<file path="src/rtl/collision_detector_pkg.sv">
//------------------------------------------------------------------------------
// collision_detector_pkg : shared obstacle record, screen constants, FSM states
// Revision: 1.0
//------------------------------------------------------------------------------
`default_nettype none

package collision_detector_pkg;

    localparam int NUM_OBSTACLES  = 10;
    localparam int OBSTACLE_WIDTH = 32;
    localparam int SCREEN_WIDTH   = 1024;

    // position is the obstacle's right edge in screen pixels
    typedef struct packed {
        logic [1:0]  sprite_type;
        logic [10:0] position;
        logic [1:0]  lane;
        logic        active;
    } obstacle_t;

    typedef enum logic [1:0] {
        ST_IDLE    = 2'd0,
        ST_SCAN    = 2'd1,
        ST_RESOLVE = 2'd2
    } scan_state_t;

endpackage

`default_nettype wire

</file>
<file path="src/rtl/collision_detector_jump_timer.sv">
//------------------------------------------------------------------------------
// collision_detector_jump_timer : jump edge detect and frame-based airtime count
// Revision: 1.0
//------------------------------------------------------------------------------
`default_nettype none

module collision_detector_jump_timer #(
    parameter int JUMP_FRAMES = 30
) (
    input  logic clk_in,
    input  logic rst_in,
    input  logic game_reset,
    input  logic frame_tick_in,
    input  logic jump_in,
    input  logic game_over_in,
    output logic airborne_out
);

    localparam int              c_cnt_w = $clog2(JUMP_FRAMES + 1);
    localparam logic [c_cnt_w-1:0] c_load = c_cnt_w'(JUMP_FRAMES);

    logic               r_jump_prev_q;
    logic [c_cnt_w-1:0] r_air_count_q;
    logic [c_cnt_w-1:0] w_air_count_d;
    logic               w_jump_edge;

    assign airborne_out = (r_air_count_q != '0);

    // A load beats a same-cycle decrement; no reload while airborne.
    always_comb begin
        w_jump_edge   = jump_in & ~r_jump_prev_q;
        w_air_count_d = r_air_count_q;
        if (game_reset) begin
            w_air_count_d = '0;
        end else if (w_jump_edge && !airborne_out && !game_over_in) begin
            w_air_count_d = c_load;
        end else if (frame_tick_in && airborne_out) begin
            w_air_count_d = r_air_count_q - c_cnt_w'(1);
        end
    end

    // Edge history survives game_reset so a held button does not re-trigger.
    always_ff @(posedge clk_in or posedge rst_in) begin
        if (rst_in) begin
            r_jump_prev_q <= 1'b0;
            r_air_count_q <= '0;
        end else begin
            r_jump_prev_q <= jump_in;
            r_air_count_q <= w_air_count_d;
        end
    end

endmodule

`default_nettype wire

</file>
<file path="src/rtl/collision_detector.sv">
//------------------------------------------------------------------------------
// collision_detector : per-frame sequential obstacle scan with sticky game-over
// Revision: 1.0
//------------------------------------------------------------------------------
`default_nettype none

module collision_detector
    import collision_detector_pkg::*;
#(
    parameter int         PLAYER_X      = 128,
    parameter int         PLAYER_WIDTH  = 32,
    parameter int         JUMP_FRAMES   = 30,
    parameter logic [3:0] JUMPABLE_MASK = 4'b0011
) (
    input  logic                          clk_in,
    input  logic                          rst_in,
    input  logic                          game_reset,
    input  logic                          frame_tick_in,
    input  obstacle_t [NUM_OBSTACLES-1:0] obstacles_in,
    input  logic [1:0]                    lane_in,
    input  logic                          jump_in,
    output logic                          airborne_out,
    output logic                          game_over_out,
    output logic                          collision_pulse_out,
    output logic [3:0]                    hit_index_out,
    output logic                          scan_busy_out,
    output logic                          overrun_out
);

    localparam logic [11:0] c_lo       = 12'(PLAYER_X);
    localparam logic [11:0] c_hi       = 12'(PLAYER_X + PLAYER_WIDTH + OBSTACLE_WIDTH);
    localparam logic [3:0]  c_last_idx = 4'(NUM_OBSTACLES - 1);

    scan_state_t                   r_state;
    obstacle_t [NUM_OBSTACLES-1:0] r_snap_obs;
    logic [1:0]                    r_snap_lane;
    logic                          r_snap_airborne;
    logic [3:0]                    r_idx;
    logic                          r_hit_found;
    logic [3:0]                    r_hit_idx;
    logic                          r_game_over;
    logic                          r_pulse;
    logic [3:0]                    r_hit_index;
    logic                          r_overrun;

    obstacle_t   w_cur;
    logic [11:0] w_pos;
    logic        w_overlap;
    logic        w_hit;
    logic        w_airborne;

    collision_detector_jump_timer #(
        .JUMP_FRAMES (JUMP_FRAMES)
    ) u_jump_timer (
        .clk_in        (clk_in),
        .rst_in        (rst_in),
        .game_reset    (game_reset),
        .frame_tick_in (frame_tick_in),
        .jump_in       (jump_in),
        .game_over_in  (r_game_over),
        .airborne_out  (w_airborne)
    );

    // 12-bit compare so spawn positions past the screen edge cannot wrap.
    always_comb begin
        w_cur     = r_snap_obs[r_idx];
        w_pos     = {1'b0, w_cur.position};
        w_overlap = (w_pos > c_lo) && (w_pos < c_hi);
        w_hit     = w_cur.active && (w_cur.lane == r_snap_lane) && w_overlap &&
                    !(r_snap_airborne && JUMPABLE_MASK[w_cur.sprite_type]);
    end

    always_ff @(posedge clk_in or posedge rst_in) begin
        if (rst_in) begin
            r_state         <= ST_IDLE;
            r_snap_obs      <= '0;
            r_snap_lane     <= '0;
            r_snap_airborne <= 1'b0;
            r_idx           <= '0;
            r_hit_found     <= 1'b0;
            r_hit_idx       <= '0;
            r_game_over     <= 1'b0;
            r_pulse         <= 1'b0;
            r_hit_index     <= '0;
            r_overrun       <= 1'b0;
        end else if (game_reset) begin
            r_state         <= ST_IDLE;
            r_snap_obs      <= '0;
            r_snap_lane     <= '0;
            r_snap_airborne <= 1'b0;
            r_idx           <= '0;
            r_hit_found     <= 1'b0;
            r_hit_idx       <= '0;
            r_game_over     <= 1'b0;
            r_pulse         <= 1'b0;
            r_hit_index     <= '0;
            r_overrun       <= 1'b0;
        end else begin
            r_pulse <= 1'b0;
            if (frame_tick_in && (r_state != ST_IDLE)) begin
                r_overrun <= 1'b1;
            end
            case (r_state)
                ST_IDLE: begin
                    if (frame_tick_in && !r_game_over) begin
                        r_snap_obs      <= obstacles_in;
                        r_snap_lane     <= lane_in;
                        r_snap_airborne <= w_airborne;
                        r_idx           <= '0;
                        r_hit_found     <= 1'b0;
                        r_state         <= ST_SCAN;
                    end
                end
                ST_SCAN: begin
                    if (w_hit && !r_hit_found) begin
                        r_hit_found <= 1'b1;
                        r_hit_idx   <= r_idx;
                    end
                    if (r_idx == c_last_idx) begin
                        r_state <= ST_RESOLVE;
                    end else begin
                        r_idx <= r_idx + 4'd1;
                    end
                end
                ST_RESOLVE: begin
                    if (r_hit_found) begin
                        r_game_over <= 1'b1;
                        r_pulse     <= 1'b1;
                        r_hit_index <= r_hit_idx;
                    end
                    r_state <= ST_IDLE;
                end
                default: r_state <= ST_IDLE;
            endcase
        end
    end

    assign airborne_out        = w_airborne;
    assign game_over_out       = r_game_over;
    assign collision_pulse_out = r_pulse;
    assign hit_index_out       = r_hit_index;
    assign scan_busy_out       = (r_state != ST_IDLE);
    assign overrun_out         = r_overrun;

endmodule

`default_nettype wire
</file>
<file path="config.mk">
export PLATFORM = sky130hd
export DESIGN_NAME = collision_detector
export DESIGN_NICKNAME = d
export VERILOG_FILES = /design/src/rtl/collision_detector_pkg.sv /design/src/rtl/collision_detector_jump_timer.sv /design/src/rtl/collision_detector.sv
export SDC_FILE = /design/constraint.sdc
export NUM_CORES = 1
export LEC_CHECK = 0
export ABC_AREA = 1
export CAP_MARGIN = 20
export CORE_MARGIN = 10
export CORE_UTILIZATION = 30
export DETAILED_ROUTE_END_ITERATION = 7
export GPL_TIMING_DRIVEN = 0
export PLACE_DENSITY = 0.53
export SYNTH_ARGS = -nofsm -noshare
export SYNTH_HDL_FRONTEND = slang
export SYNTH_HIERARCHICAL = 1
export SYNTH_SLANG_ARGS = --single-unit
</file>
<file path="constraint.sdc">
create_clock -name clk_in -period 5.7 [get_ports clk_in]
set_input_delay 0.855 -clock clk_in [delete_from_list [all_inputs] [get_ports clk_in]]
set_output_delay 0.855 -clock clk_in [all_outputs]
set_load 0.02 [all_outputs]
</file>
==> run summary <==
At the worst endpoint, the required time is 6.07 ns. The netlist uses 35 different library cells. The worst setup path is launched from a primary input. Summed over all instances, the cell type with the most area after synthesis is sky130_fd_sc_hd__dfrtp_1. The tools report the wire length of the first global-routing pass as 44,200 um. The number of max-slew violations in the final report was 0; the worst-path maximum fanout was 10. The compound-gate portion of the synthesized area is 8.80%, and the relative contribution of combinational cells to total power is 28.4%.

After Yosys synthesis, and, or, nand and nor cells account for 27.4% of the synthesized area. For this run, global-route usage on met2 was measured as 26.6%. The routed layout has 7,487 vias. The congestion estimate from routability-driven global placement came to 0.864. The max-capacitance violation count was 0; the fraction of layout cells with a size suffix above 1 was 6.31%. The flow ran to the end, and the final reports show no timing, DRC or antenna violations.

The CTS sink count is 177, and the layout overhead on the synthesized area is 33.2%. The tools report the type of element capturing the critical path as a register. Dividing total power by cell area gives a power density of 339 nW/um^2. The width of the chip was 186 um.

The die outline area was 34,600 um^2. The dominant combinational cell family by area after synthesis is simple AND/OR/NAND/NOR gates. The startpoint identified for the worst register-to-register timing path is r_state[0]. The number of nets produced by synthesis is 1,177. In this run the vertical extent of the chip is 186 um. The logs give 30.6% for the effective utilization at floorplan and 4 for the number of levels the H-tree was split into.

The total standard cell area after synthesis came out at 8280 um^2. TritonCTS built the clock tree. Counting flops with an async set or reset pin after synthesis yields a share of 100%.

By area the synthesized netlist is led by sky130_fd_sc_hd__dfrtp_1 53%, sky130_fd_sc_hd__nand3_1 14%, sky130_fd_sc_hd__nand2_1 8.8%. The HPWL after detailed placement is 21,400 um. The routed design could run at a clock period as short as 2.80 ns.

Number of nets with antenna violations after detailed routing: 0. For the pin count of the biggest net entering global routing, the log shows 95. The internal power contribution came out at 0.00250 W.

Main flop type after synthesis: sky130_fd_sc_hd__dfrtp_1. Summed over all failing endpoints, the final setup total negative slack is 0 ns. The tightest min-delay check is of the register to register type. Global routing finished with a remaining overflow of 0.

In this run the most used layer during global routing was met2. In this run, post-CTS repair resized a total of 0 instances. The worst pin sits at a relative slew slack of 43.4%.

The synthesized design contains 0 enable-type register cells. The run gives 5.08 nW as the static power due to leakage. The global router's overall resource usage came out at 16.8%.

The cell depth of the worst flop-to-flop path is 7. The tools report the clock tree buffer depth as 2. The slowest stage of the critical path is the sky130_fd_sc_hd__clkdlybuf4s50_1 cell. The clock tree root driver cell is sky130_fd_sc_hd__clkbuf_16. After floorplanning, the core was sized to cover 27,000 um^2.

The clock reaches the later pin of the worst-skew pair after 0.43 ns. The run gives 3.40 ns as the worst-case register-to-register setup slack. The count of yosys warnings during synthesis is 6. The run gives 1 as the number of antenna violations at the first check in global routing. The switching share of power works out to 33.0%. Traced cell by cell, the critical path runs through clkdlybuf4s50_1 > nand3_1 > inv_2 > clkbuf_1 > clkbuf_1 > nand3_1 > nand2_1. The startpoint identified for the worst hold timing path is r_snap_obs[140]. The worst setup slack after layout was 2.90 ns; the mux share of post-synthesis cell area was 0%.

The tools report the total clock buffers created by CTS as 17. Setup repair after global routing left no endpoint under its margin. Sequential fraction of the synthesis area: 53.5%.

The worst register-to-register path ends at r_snap_obs[77]. The arrival time of data at the critical path endpoint is 3.18 ns. The tools report the number of fillers in the final layout as 2,820. For this run, the slowest stage of the critical path takes 0.58 ns.

The synthesized design contains 177 register bits. Dividing the detail-routed wire length by the instance count gives 18.4 um. For this run, global-route usage on met1 was measured as 22.7%. The clock tree skew after final layout was 0.0116 ns; the count of mapped cells out of synthesis was 1,007. In this run, flip-flops and latches consume 37.7% of the power. The tools report the launch point of the worst path as frame_tick_in.

The critical path is of the primary input to register type. The proportion of power drawn by the clock network is 33.9%, and the number of hold buffers added after cts is 0. For the number of cell rows, the log shows 60.

The post-synthesis area per instance works out to 8.22 um^2. In this run the worst setup path terminates at r_snap_obs[77]. The tools report the count of endpoints failing setup in the final report as 0. The largest vdd supply drop is 0.000210 V. The remaining design rule violation count was 0. The synthesized netlist devotes 0.453% of its cell area to adder and majority cells. Using the TritonRoute via totals, the vias-per-cell ratio works out to 4.84. Buffers placed on the I/O ports in this run total 165. Clock-pin slew was measured on the worst setup and hold paths at 0.07 ns. The area share of xor/xnor cells in the synthesized design works out to 0.106%.

Timing would allow up to 0.357 GHz. The tools report the buffers inserted during post-CTS setup optimization as 0. The first routing iteration left 610 violations. Global routing consumed, on the met3 layer, 3.76% of the routing resources. In the finished design, the share of the clock period the worst path needs comes to 49.2%. The logs give 0 for the final hold violation count and 0.00123 W for the net switching power figure.

The proportion of netlist area held by the largest area contributor is 53.5%, and the via count of the first global-routing pass is 7,685. The final layout contains routed wiring with a total length of 28,500 um. For the pin with the worst max-slew slack, the measured transition is 0.849 ns. For the I/O pin total, the log shows 176.

For this run, the detailed router's first-pass iteration total came to 5. The final layout contains 1,362 nets. Before CTS, the worst setup slack after placement is 2.40 ns.
==> area by class of cell <==
class / count / area, um^2 / share of cell area [%]
flip-flops and latches: 177 / 4430 / 40.2
multi-input cells: 634 / 3040 / 27.6
repair buffers: 166 / 1680 / 15.2
inverters: 129 / 494 / 4.48
clock buffers: 22 / 484 / 4.39
well taps: 341 / 427 / 3.87
plain buffers: 67 / 322 / 2.92
clock inverters: 10 / 146 / 1.33
diodes: 1 / 2.50 / 0.0227
==> kinds of logic (layout without fill, tap and decap cells) <==
kind of cell | count (synthesis) | after routing
DFF | 177 | 177
other | 0 | 1
xor gates and xnor gates | 1 | 1
buffers and inverters | 196 | 394
adders and majority gates | 3 | 3
AOI/OAI and AO/OA | 138 | 138
and+or+nand+nor | 492 | 492
==> registers in the layout (all words and copies together) (netlist names) <==
| register | count |
|---|---|
| collision_pulse_out | 1 |
| game_over_out | 1 |
| hit_index_out | 4 |
| overrun_out | 1 |
| r_hit_found | 1 |
| r_hit_idx | 4 |
| r_idx | 4 |
| r_snap_airborne | 1 |
| r_snap_lane | 2 |
| r_snap_obs | 150 |
| r_state | 2 |
| u_jump_timer/r_air_count_q | 5 |
| u_jump_timer/r_jump_prev_q | 1 |
==> critical path: cells and delay by family <==
kind | cells | cell delay (ns)
buffers and inverters | 4 | 1.90
AND/OR/NAND/NOR | 3 | 0.40
==> per-layer routing <==
| metal | share of wire (%) | wire, um |
|---|---|---|
| met1 | 46 | 13200 |
| met2 | 46 | 13200 |
| met3 | 6.1 | 1730 |
| met4 | 1.2 | 350 |
| met5 | 0 | 0 |
==> cell usage in the layout (no fill, tap or decap), types with 2 or more instances in the layout <==
cell	count
sky130_fd_sc_hd__a22o_1	4
sky130_fd_sc_hd__clkdlybuf4s50_1	165
sky130_fd_sc_hd__inv_2	5
sky130_fd_sc_hd__buf_2	14
sky130_fd_sc_hd__dfrtp_1	177
sky130_fd_sc_hd__o211ai_1	5
sky130_fd_sc_hd__a21oi_1	11
sky130_fd_sc_hd__nor2_1	33
sky130_fd_sc_hd__o21ai_1	3
sky130_fd_sc_hd__nor3_1	3
sky130_fd_sc_hd__bufinv_16	3
sky130_fd_sc_hd__o21ai_0	111
sky130_fd_sc_hd__ha_1	3
sky130_fd_sc_hd__nand3_2	2
sky130_fd_sc_hd__nand2_4	2
sky130_fd_sc_hd__inv_1	122
sky130_fd_sc_hd__clkbuf_16	17
sky130_fd_sc_hd__buf_6	5
sky130_fd_sc_hd__buf_4	4
sky130_fd_sc_hd__nand3_1	230
sky130_fd_sc_hd__clkbuf_8	4
sky130_fd_sc_hd__nand2_2	2
sky130_fd_sc_hd__clkbuf_1	45
sky130_fd_sc_hd__inv_6	3
sky130_fd_sc_hd__nand2_1	195
sky130_fd_sc_hd__clkinv_4	2
sky130_fd_sc_hd__nand4_1	17
==> metrics by stage <==
stage | instances | hold WS (ns) | instance area, um^2 | total power [W] | util (%)
5_1_grt | 1547 | 0.491 | 11000 | 0.00393 | 40.8
4_1_cts | 1546 | 0.477 | 11000 | 0.00376 | 40.8
6_report | 1547 | 0.473 | 11000 | 0.00373 | 40.8
3_3_place_gp | 1513 | 0.454 | 10400 | 0.00248 | 38.3
3_5_place_dp | 1514 | 0.459 | 10400 | 0.00249 | 38.5
2_1_floorplan | 1007 | 0.442 | 8280 | 0.00208 | -
==> synth_stat cells, types with 11 or more instances <==
library cell	n
sky130_fd_sc_hd__a21oi_1	11
sky130_fd_sc_hd__dfrtp_1	177
sky130_fd_sc_hd__buf_2	14
sky130_fd_sc_hd__nor2_1	33
sky130_fd_sc_hd__inv_1	123
sky130_fd_sc_hd__clkbuf_1	44
sky130_fd_sc_hd__nand2_1	195
sky130_fd_sc_hd__nand3_1	230
sky130_fd_sc_hd__o21ai_0	111
sky130_fd_sc_hd__nand4_1	17
==> worst min-delay path by stage <==
stage / endpoint / slack, ns / depth (start not counted)
CTS: r_snap_obs[67] / 0.48 / 2
global route: r_snap_obs[84] / 0.49 / 2
detailed placement: r_snap_obs[84] / 0.46 / 2
finish: r_snap_obs[140] / 0.47 / 2
global placement: r_snap_obs[13] / 0.45 / 2
floorplan: r_snap_obs[145] / 0.44 / 2
==> power by group through the flow <==
stage	combinational, W	clock, W	sequential, W
2_1_floorplan	0.000664	0	0.00142
3_5_place_dp	0.00106	0	0.00143
6_report	0.00106	0.00127	0.00141
4_1_cts	0.00107	0.00129	0.00141
5_1_grt	0.00117	0.00134	0.00142
3_3_place_gp	0.00105	0	0.00143
Power figures use the tool's default switching activity.
